`config.mk`:
```
export PLATFORM = sky130hd
export DESIGN_NAME = run_sequencer_flat
export DESIGN_NICKNAME = d
export VERILOG_FILES = /design/src/rtl/run_sequencer_if.sv /design/src/rtl/run_sequencer.sv /design/src/flat_wrapper.sv
export SDC_FILE = /design/constraint.sdc
export NUM_CORES = 1
export LEC_CHECK = 0
export ABC_AREA = 1
export CELL_PAD_IN_SITES_DETAIL_PLACEMENT = 0
export CELL_PAD_IN_SITES_GLOBAL_PLACEMENT = 1
export CORE_MARGIN = 2
export CORE_UTILIZATION = 28
export CTS_CLUSTER_SIZE = 8
export DETAILED_ROUTE_END_ITERATION = 7
export PLACE_DENSITY_LB_ADDON = 0.15
export SYNTH_ARGS = -nofsm -noshare
export SYNTH_HDL_FRONTEND = slang
export SYNTH_SLANG_ARGS = --single-unit
```
`constraint.sdc`:
```
create_clock -name clk -period 8.3 [get_ports clk]
set_clock_uncertainty 0.1 [all_clocks]
set_input_delay 2.49 -clock clk [delete_from_list [all_inputs] [get_ports clk]]
set_output_delay 2.49 -clock clk [all_outputs]
set_load 0.03 [all_outputs]
```
`src/rtl/run_sequencer_if.sv`:
```
// Control-bus bundle between run_sequencer (master) and the datapath (slave).
interface run_sequencer_if;
    logic        run;
    logic [31:0] ir;
    logic        con_ff;
    logic [2:0]  gr_sel;
    logic [2:0]  rf_ctl;
    logic [2:0]  pc_ctl;
    logic [4:0]  mem_ctl;
    logic [4:0]  alu_ctl;
    logic [3:0]  hilo_ctl;
    logic [2:0]  io_ctl;
    logic [4:0]  alu_control;
    logic [3:0]  state;
    logic        halted;

    modport master (
        input  run, ir, con_ff,
        output gr_sel, rf_ctl, pc_ctl, mem_ctl, alu_ctl, hilo_ctl, io_ctl,
               alu_control, state, halted
    );

    modport slave (
        output run, ir, con_ff,
        input  gr_sel, rf_ctl, pc_ctl, mem_ctl, alu_ctl, hilo_ctl, io_ctl,
               alu_control, state, halted
    );
endinterface

```
`src/rtl/run_sequencer.sv`:
```
// run_sequencer: hardwired control-step sequencer (fetch T0-T2, execute T3-T7, HALT).
// Optional feature macro MUL_DIV_EN adds mul/div/mfhi/mflo; without it they decode as nop.
module run_sequencer (
    input logic             clk,
    input logic             clr,
    run_sequencer_if.master bus
);
    typedef enum logic [3:0] {
        S_IDLE = 4'd0,
        S_T0   = 4'd1,
        S_T1   = 4'd2,
        S_T2   = 4'd3,
        S_T3   = 4'd4,
        S_T4   = 4'd5,
        S_T5   = 4'd6,
        S_T6   = 4'd7,
        S_T7   = 4'd8,
        S_HALT = 4'd15
    } state_t;

    typedef enum logic [3:0] {
        C_NOP, C_ROP, C_IMM, C_UNARY, C_LD, C_LDI, C_ST, C_BR,
        C_JR, C_IN, C_OUT, C_MULDIV, C_MFHI, C_MFLO, C_HALT
    } op_class_t;

    localparam logic [4:0] ALU_ADD = 5'b00011;
    localparam logic [4:0] ALU_AND = 5'b00101;
    localparam logic [4:0] ALU_OR  = 5'b00110;

    state_t     state_q, state_n;
    op_class_t  op_class;
    logic [4:0] opcode;
    logic [4:0] imm_alu;
    logic       unused_ir;
    logic       last;

    logic gra, grb, grc, rin, rout, baout, pout, pen, incpc;
    logic maren, mdren, mdrout, rd, wr;
    logic yen, zloen, zhien, zloout, cout;
    logic outport, inportout, conin;
    logic [4:0] alu_op;
`ifdef MUL_DIV_EN
    logic hien, loen, hiout, loout;
`endif

    assign opcode    = bus.ir[31:27];
    assign unused_ir = ^bus.ir[26:0];

    // Only the opcode field steers sequencing; register fields go straight to the datapath.
    always_comb begin
        op_class = C_NOP;
        case (opcode)
            5'b00000: op_class = C_LD;
            5'b00001: op_class = C_LDI;
            5'b00010: op_class = C_ST;
            5'b00011, 5'b00100, 5'b00101, 5'b00110,
            5'b00111, 5'b01000, 5'b01001, 5'b01010: op_class = C_ROP;
            5'b01011, 5'b01100, 5'b01101: op_class = C_IMM;
`ifdef MUL_DIV_EN
            5'b01110, 5'b01111: op_class = C_MULDIV;
            5'b10111: op_class = C_MFHI;
            5'b11000: op_class = C_MFLO;
`endif
            5'b10000, 5'b10001: op_class = C_UNARY;
            5'b10010: op_class = C_BR;
            5'b10011: op_class = C_JR;
            5'b10101: op_class = C_IN;
            5'b10110: op_class = C_OUT;
            5'b11010: op_class = C_HALT;
            default:  op_class = C_NOP;
        endcase
    end

    always_comb begin
        case (opcode)
            5'b01011: imm_alu = ALU_ADD;
            5'b01100: imm_alu = ALU_AND;
            default:  imm_alu = ALU_OR;
        endcase
    end

    // NOTE: every variable written below gets a default first, so no path can infer a latch.
    always_comb begin
        state_n = state_q;
        last    = 1'b0;
        {gra, grb, grc, rin, rout, baout, pout, pen, incpc} = '0;
        {maren, mdren, mdrout, rd, wr}                      = '0;
        {yen, zloen, zhien, zloout, cout}                   = '0;
        {outport, inportout, conin}                         = '0;
        alu_op = 5'b00000;
`ifdef MUL_DIV_EN
        {hien, loen, hiout, loout} = '0;
`endif
        case (state_q)
            S_IDLE: if (bus.run) state_n = S_T0;
            S_T0: begin
                pout = 1'b1; maren = 1'b1; incpc = 1'b1; pen = 1'b1;
                state_n = S_T1;
            end
            S_T1: begin
                rd = 1'b1; mdren = 1'b1;
                state_n = S_T2;
            end
            S_T2: begin
                // IR is loaded from MDR this step; the datapath derives its IR strobe from state.
                mdrout = 1'b1;
                case (op_class)
                    C_HALT:  state_n = S_HALT;
                    C_NOP:   last = 1'b1;
                    default: state_n = S_T3;
                endcase
            end
            S_T3: begin
                state_n = S_T4;
                case (op_class)
                    C_ROP, C_IMM: begin grb = 1'b1; rout = 1'b1; yen = 1'b1; end
                    C_UNARY: begin
                        grb = 1'b1; rout = 1'b1; zloen = 1'b1; alu_op = opcode;
                    end
                    C_LD, C_LDI, C_ST: begin grb = 1'b1; baout = 1'b1; yen = 1'b1; end
                    C_BR:  begin gra = 1'b1; rout = 1'b1; conin = 1'b1; end
                    C_JR:  begin gra = 1'b1; rout = 1'b1; pen = 1'b1; last = 1'b1; end
                    C_IN:  begin inportout = 1'b1; gra = 1'b1; rin = 1'b1; last = 1'b1; end
                    C_OUT: begin gra = 1'b1; rout = 1'b1; outport = 1'b1; last = 1'b1; end
`ifdef MUL_DIV_EN
                    C_MULDIV: begin gra = 1'b1; rout = 1'b1; yen = 1'b1; end
                    C_MFHI: begin hiout = 1'b1; gra = 1'b1; rin = 1'b1; last = 1'b1; end
                    C_MFLO: begin loout = 1'b1; gra = 1'b1; rin = 1'b1; last = 1'b1; end
`endif
                    default: last = 1'b1;
                endcase
            end
            S_T4: begin
                state_n = S_T5;
                case (op_class)
                    C_ROP: begin grc = 1'b1; rout = 1'b1; zloen = 1'b1; alu_op = opcode; end
                    C_IMM: begin cout = 1'b1; zloen = 1'b1; alu_op = imm_alu; end
                    C_UNARY: begin zloout = 1'b1; gra = 1'b1; rin = 1'b1; last = 1'b1; end
                    C_LD, C_LDI, C_ST: begin cout = 1'b1; zloen = 1'b1; alu_op = ALU_ADD; end
                    C_BR: begin pout = 1'b1; yen = 1'b1; end
`ifdef MUL_DIV_EN
                    C_MULDIV: begin
                        grb = 1'b1; rout = 1'b1; zloen = 1'b1; zhien = 1'b1; alu_op = opcode;
                    end
`endif
                    default: last = 1'b1;
                endcase
            end
            S_T5: begin
                state_n = S_T6;
                case (op_class)
                    C_ROP, C_IMM, C_LDI: begin
                        zloout = 1'b1; gra = 1'b1; rin = 1'b1; last = 1'b1;
                    end
                    C_LD, C_ST: begin zloout = 1'b1; maren = 1'b1; end
                    C_BR: begin cout = 1'b1; zloen = 1'b1; alu_op = ALU_ADD; end
`ifdef MUL_DIV_EN
                    C_MULDIV: begin zloout = 1'b1; loen = 1'b1; end
`endif
                    default: last = 1'b1;
                endcase
            end
            S_T6: begin
                state_n = S_T7;
                case (op_class)
                    C_LD: begin rd = 1'b1; mdren = 1'b1; end
                    C_ST: begin gra = 1'b1; rout = 1'b1; mdren = 1'b1; end
                    C_BR: begin zloout = 1'b1; pen = bus.con_ff; last = 1'b1; end
`ifdef MUL_DIV_EN
                    // No ZHIout pin exists; HIen alone captures the high half from Z.
                    C_MULDIV: begin hien = 1'b1; last = 1'b1; end
`endif
                    default: last = 1'b1;
                endcase
            end
            S_T7: begin
                last = 1'b1;
                case (op_class)
                    C_LD:    begin mdrout = 1'b1; gra = 1'b1; rin = 1'b1; end
                    C_ST:    wr = 1'b1;
                    default: ;
                endcase
            end
            S_HALT:  state_n = S_HALT;
            default: state_n = S_IDLE;
        endcase
        if (last) state_n = bus.run ? S_T0 : S_IDLE;
    end

    // NOTE: sequential state uses non-blocking assignment; clr clears it without waiting for clk.
    always_ff @(posedge clk or negedge clr) begin
        if (!clr) state_q <= S_IDLE;
        else      state_q <= state_n;
    end

    assign bus.gr_sel      = {gra, grb, grc};
    assign bus.rf_ctl      = {rin, rout, baout};
    assign bus.pc_ctl      = {pout, pen, incpc};
    assign bus.mem_ctl     = {maren, mdren, mdrout, rd, wr};
    assign bus.alu_ctl     = {yen, zloen, zhien, zloout, cout};
    assign bus.io_ctl      = {outport, inportout, conin};
    assign bus.alu_control = alu_op;
    assign bus.state       = state_q;
    assign bus.halted      = (state_q == S_HALT);
`ifdef MUL_DIV_EN
    assign bus.hilo_ctl    = {hien, loen, hiout, loout};
`else
    assign bus.hilo_ctl    = 4'b0000;
`endif
endmodule
```
`src/flat_wrapper.sv`:
```
// flat-port wrapper written by rule: the top's interface ports become plain ports
module run_sequencer_flat 
  (clk, clr, bus_run, bus_ir, bus_con_ff, bus_gr_sel, bus_rf_ctl, bus_pc_ctl, bus_mem_ctl, bus_alu_ctl, bus_hilo_ctl, bus_io_ctl, bus_alu_control, bus_state, bus_halted);
  run_sequencer_if bus_i ();
  input logic clk;
  input logic clr;
  input wire logic [$bits(bus_i.run)-1:0] bus_run;
  input wire logic [$bits(bus_i.ir)-1:0] bus_ir;
  input wire logic [$bits(bus_i.con_ff)-1:0] bus_con_ff;
  output wire logic [$bits(bus_i.gr_sel)-1:0] bus_gr_sel;
  output wire logic [$bits(bus_i.rf_ctl)-1:0] bus_rf_ctl;
  output wire logic [$bits(bus_i.pc_ctl)-1:0] bus_pc_ctl;
  output wire logic [$bits(bus_i.mem_ctl)-1:0] bus_mem_ctl;
  output wire logic [$bits(bus_i.alu_ctl)-1:0] bus_alu_ctl;
  output wire logic [$bits(bus_i.hilo_ctl)-1:0] bus_hilo_ctl;
  output wire logic [$bits(bus_i.io_ctl)-1:0] bus_io_ctl;
  output wire logic [$bits(bus_i.alu_control)-1:0] bus_alu_control;
  output wire logic [$bits(bus_i.state)-1:0] bus_state;
  output wire logic [$bits(bus_i.halted)-1:0] bus_halted;
  assign bus_i.run = bus_run;
  assign bus_i.ir = bus_ir;
  assign bus_i.con_ff = bus_con_ff;
  assign bus_gr_sel = bus_i.gr_sel;
  assign bus_rf_ctl = bus_i.rf_ctl;
  assign bus_pc_ctl = bus_i.pc_ctl;
  assign bus_mem_ctl = bus_i.mem_ctl;
  assign bus_alu_ctl = bus_i.alu_ctl;
  assign bus_hilo_ctl = bus_i.hilo_ctl;
  assign bus_io_ctl = bus_i.io_ctl;
  assign bus_alu_control = bus_i.alu_control;
  assign bus_state = bus_i.state;
  assign bus_halted = bus_i.halted;
  run_sequencer u_core (.clk(clk), .clr(clr), .bus(bus_i));
endmodule
```
==> qor.csv <==
stage;metric;value;unit
outcome;outcome;completed;
clocking;post-CTS resize count;0;
synth;Synth area leader;buf_4;
die;die area;0.005540;mm^2
layout;fill cell count;555;
die;Core Rows;25;
detailed_routing;post-route DRC violation count;0;
sta;Tmin final;7.822;ns
sta;FMAX;0.1278;GHz
setup_path;Slowest-stage cell, CP;clkdlybuf4s50_1;
setup_path;crit path capture type;output pin;
die;Initial Util;0.2921;
pwr;Max VDD drop;0.09587;mV
synth;Cell variety after synth;28;
die;Ports;72;
setup_path;worst path arrival time;5.23;ns
place;post-DP HPWL;3090;um
die;area of the core;0.004755;mm^2
layout;ANT cells;0;
grt;first-pass GRT wire length;6216;um
setup_path;critical path class;in -> out;
clocking;Root Buffer;clkbuf_8;
min_path;Min-Delay Path Class;reg -> reg;
synth;FF+latch count, synth;4;
synth;Cells after Synth;229;
layout;fin nets;290;
clocking;CTS buffer count;3;
synth;synth warn;0;
grt;vias in the first global route;1347;
sta;fin. max-slew vios;0;
layout;area occupied by multi-input gates;973.4;um^2
synth;syn_area_per_cell;6.065;um^2
clocking;Setup Fix Bufs, Post-CTS;0;
layout;Area Growth Syn to Fin;23.60;%
setup_path;CP cell instances;clkdlybuf4s50_1, inv_1, ha_1, nand2_1, nand3_2, nand3_1, nand2_1, nor2_8, nand2_2, nand2_2, inv_2, o22ai_1, clkdlybuf4s50_1;
synth;sequential fraction of the synthesis area;0.07207;
die;Die Width;74.43;um
layout;sequential cell area;100.1;um^2
setup_path;CP Data Required Time;5.71;ns
detailed_routing;final wirelength;3588;um
die;Die H;74.43;um
detailed_routing;vias per cell;4.419;
synth;Area contributors post-synth;buf_4, nand2_1, nor2_1;
setup_path;Worst Path Buf+Inv;4;
sta;Slew HR;0.5371;
grt;GRT Resource Usage Total;0.1402;
detailed_routing;DRT Pass-1 Iters;4;
clocking;Post-CTS Hold Buffers;0;
setup_path;max incr delay on CP;0.69;ns
job;Max Cap Viol;0;
setup_path;Critical Path Fanout Max;5;
sta;Hold Vio Cnt, Final;0;
clocking;CTS clk-pin slew, worst paths;0.03;ns
place;Placer Congestion;0.7748;
synth;Yosys top cell area share;0.1459;
sta;Fin Setup TNS;0;ns
clocking;clk buf depth;2;
sta;Setup Viol. Count Final;0;
layout;fin util;0.3611;
sta;Least-Margin Pin Slew;0.6891;ns
layout;fraction of layout cells with a size suffix above 1;0.1976;
pwr;Lkg Pwr;0.8135;nW
setup_path;top cell family by delay on the critical path;buffers and inverters;
synth;synthesized area;0.001389;mm^2
setup_path;Worst setup SP type;input pin;
grt;largest net degree at the start of global routing;10;
clocking;clk_lat worst skew;0.21;ns
clocking;clock sinks;4;
layout;Largest register FFs;4;
pwr;Pwr per Cell Area;211.4;mW/mm^2
grt;gr ovfl total;0;
detailed_routing;Avg WL per Cell;11.39;um
detailed_routing;post-route ant nets;0;
place;PortBufs;39;
grt;initial antenna violation count;0;
detailed_routing;via count;1392;
sta;fin crit share;0.9425;
detailed_routing;initial drt markers;51;
sta;unrepaired setup endpoints after global routing;false;
clocking;H-tree levels;1;
clocking;CTS tree;done;
[cell usage after synthesis]
library cell	count
inv_1	25
conb_1	1
nand2_2	8
nand2_1	47
or2_1	1
ha_1	4
nor3_2	1
nor2_8	3
nor2_1	29
nand4_1	2
nand2_4	8
o211ai_1	1
a21oi_2	1
nor4_1	1
nor2_2	5
o21ai_0	5
o221ai_1	1
nor2_4	7
nand3_2	4
nand3b_1	3
o22ai_1	1
buf_4	27
nor3_1	6
o21ai_1	2
nand3_1	17
a21oi_1	6
inv_2	9
dfrtp_1	4
[logic make-up after synthesis]
group / after synthesis / synth area share
fa+ha+maj: 4 / 0.03604
buf+inv: 61 / 0.2378
simple gates: 142 / 0.5820
other cells: 1 / 0.002700
compound gates: 17 / 0.06937
flops: 4 / 0.07207
[area by class of cell]
cell class,count,share of cell area
repair buffers,39,0.2274
clock buffers,3,0.02405
flip-flops and latches,4,0.05831
inverters,34,0.07434
multi-input cells,168,0.5671
well taps,67,0.04883
[metal layers]
layer | track usage | wire (um)
met1 | 0.2057 | 1799
met5 | 0 | 0
met4 | 0.01190 | 0
met2 | 0.2291 | 1628
met3 | 0.01626 | 161
[placed cells by master, fill, tap and decap left out, types with 5 or more instances in the layout]
cell             Yosys  routed
nand2_2              8       8
nand2_1             47      47
o21ai_0              5       5
conb_1               1       5
a21oi_1              6       6
nor2_4               7       7
clkdlybuf4s50_1      0      39
nand3_1             17      17
inv_2                9       9
nor3_1               6       6
nor2_2               5       5
nor2_1              29      29
nand2_4              8       8
inv_1               25      25
[path summary, 6_finish.rpt]
check,slack (ns),cells after the start,startpoint,to
setup / recovery,0.48,13,bus_ir[27],bus_alu_control[0]
hold / removal,0.67,4,u_core.bus.state[2]$_DFFE_PN0P_,u_core.bus.state[3]$_DFFE_PN0P_
setup reg to reg,6.29,9,u_core.bus.state[3]$_DFFE_PN0P_,u_core.bus.state[0]$_DFFE_PN0P_
hold reg to reg,0.67,4,u_core.bus.state[2]$_DFFE_PN0P_,u_core.bus.state[3]$_DFFE_PN0P_
max in group asynchronous,5.56,1,clr,u_core.bus.state[2]$_DFFE_PN0P_
min in group asynchronous,2.38,1,clr,u_core.bus.state[0]$_DFFE_PN0P_
[worst reg2reg max path, delay by kind of cell, from the launching register on]
family / cells / cell delay, ns
flops: 1 / 0.42
simple gates: 7 / 1.11
buf+inv: 2 / 0.31
[through the flow]
step	cell area [um^2]	power (W)	hold slack, ns	cells	setup WS (ns)
finish	1717	0.0003629	0.6690	315	0.4776
detailed placement	1675	0.0003258	0.6557	312	0.4426
floorplan	1404	0.0002616	0.7372	233	1.625
CTS	1717	0.0003663	0.6599	315	0.4400
global route	1717	0.0003987	0.7275	315	0.1812
global placement	1675	0.0003295	0.6836	312	0.4364
[where the power goes]
group,leakage (nW),total (W),switching (W),internal (W)
Sequential,0.0510,0.0000378,0.00000989,0.0000280
Clock,0.0216,0.0000390,0.00000825,0.0000308
Combinational,0.741,0.000286,0.000183,0.000103
Total,0.813,0.000363,0.000202,0.000161
Note: power is estimated with default switching activity, not from simulation.
==> variant: new RTL, same settings <==
Build with the macro `MUL_DIV_EN` defined.
--- a/src/rtl/run_sequencer.sv
+++ b/src/rtl/run_sequencer.sv
@@ -1,4 +1,6 @@
 // run_sequencer: hardwired control-step sequencer (fetch T0-T2, execute T3-T7, HALT).
 // Optional feature macro MUL_DIV_EN adds mul/div/mfhi/mflo; without it they decode as nop.
+`define MUL_DIV_EN
+
 module run_sequencer (
     input logic             clk,
Formal check against the unedited RTL: not equivalent (a bounded check fails within 10 cycles, from zero or initial values).
==> variant against the original RTL <==
  * Global-route usage increased by 1.3 points
  * Die area is 6.9% lower
  * Power is 4.3% lower
  * Non-clock buffer count up 5
  * Final cell count down 4.1%
  * Routed wire length up 6.9%
  * Setup slack improved by 65 ps
  * Sequential cell count did not move
  * First-iteration DRC count rose by 9.8%
  * Synthesized area shrank 7.3%
  * Cell area fell by 5.4%
==> variant: results (changes against the original RTL) <==
status finished, final reports clean (unchanged); WL met3 175 µm (was 161 µm); Psw 0.191 mW (was 0.202 mW); Seq pwr share 11.0% (was 10.4%); Worst Path Max Fanout 9 (was 5); Post-Synth XOR/XNOR Area 0% (unchanged); WHS 609 ps (was 669 ps); crit path DAT 5170 ps (was 5230 ps); first-pass GRT wire length 6.52 mm (was 6.22 mm); hold path depth 5 (was 4); Post-layout nets 288 (was 290); Synth area leaders buf_4 (15%), nand2_1 (14%), nor2_1 (10%) (was buf_4 (15%), nand2_1 (13%), nor2_1 (7.8%)); Synth Area in Compound Gates 13.0% (was 6.94%); post-DR wirelength/cell 12.7 µm (was 11.4 µm); DR WL met2 1.85 mm (was 1.63 mm); max_slew headroom 64.1% (was 53.7%); GRT Util Overall 15.3% (was 14.0%); final WL 3.83 mm (was 3.59 mm); dpl ws 583 ps (was 443 ps); drt first pass iters 4 (unchanged); crit path capture bus_alu_ctl[3] (was bus_alu_control[0]); layout cells sized above 1 16.0% (was 19.8%); Reg-to-Reg End u_core.bus.state[1] (was u_core.bus.state[0]); met3 Resource Use GR 1.55% (was 1.63%); M1 WL 1.79 mm (was 1.80 mm); M2 GR Usage 26.5% (was 22.9%); number of diodes 0 (unchanged); Via-to-Cell Ratio 4.73 (was 4.42); Placer Congestion 0.795 (was 0.775); worst r2r src u_core.bus.state[2] (was u_core.bus.state[3]); vias in the first global route 1391 (was 1347); maximum clock rate 129 MHz (was 128 MHz); adder-cell share of the synthesized area 0% (was 3.60%); worst min-delay path class reg2reg (unchanged); fill cell count 496 (was 555); highest metal used met4 (was met3); Clock Power 0.0404 mW (was 0.0390 mW); GRT met1 Usage 20.7% (was 20.6%); Mean Syn Cell Area 5.55 µm² (was 6.06 µm²); worst hold start u_core.bus.state[3] (was u_core.bus.state[2]); DP Wirelength 3.19 mm (was 3.09 mm); Seq/Total Area, Yosys 7.77% (was 7.21%); initial antenna violation count 0 (unchanged); Starting DRT DRC Count 56 (was 51); Hold Path End u_core.bus.state[0] (was u_core.bus.state[3]); synth unique cells 27 (was 28); Worst-Skew Late Latency ~220 ps; cells on worst reg2reg path 11 (was 9); LEAKAGE 0.713 nW (was 0.813 nW); most frequent cells after synthesis nand2_1 (47), nor2_1 (36), buf_4 (26) (was nand2_1 (47), nor2_1 (29), buf_4 (27)); Placed Instance Area 1580 µm² (was 1680 µm²); placed cell count 299 (was 312); Net Sw Frac 55.1% (was 55.5%)
==> variant: cell count changes after synthesis, moves of 2 or more <==
cell,unedited run,this run
o211ai_1,1,3
ha_1,4,0
nand2_4,8,5
nor2_8,3,0
nor2_1,29,36
nand4_1,2,6
o21ai_0,5,8
buf_2,0,3
nor3_1,6,8
nor2_4,7,1
o21ai_1,2,0
nand3b_1,3,0
==> variant: critical path, stage by stage <==
cell,delay [ps]
clkdlybuf4s50_1,640
inv_2,150
nand4_1,230
nand2_4,120
inv_1,140
nand2_1,100
nor2_1,290
o21ai_0,190
nand4_1,140
clkdlybuf4s50_1,680
==> variant: layout make-up <==
type,count,area share (%)
Tap cell,52,4.01
Sequential cell,4,6.16
Timing Repair Buffer,44,27.1
Inverter,34,7.86
Multi-Input combinational cell,165,52.3
Clock buffer,3,2.54
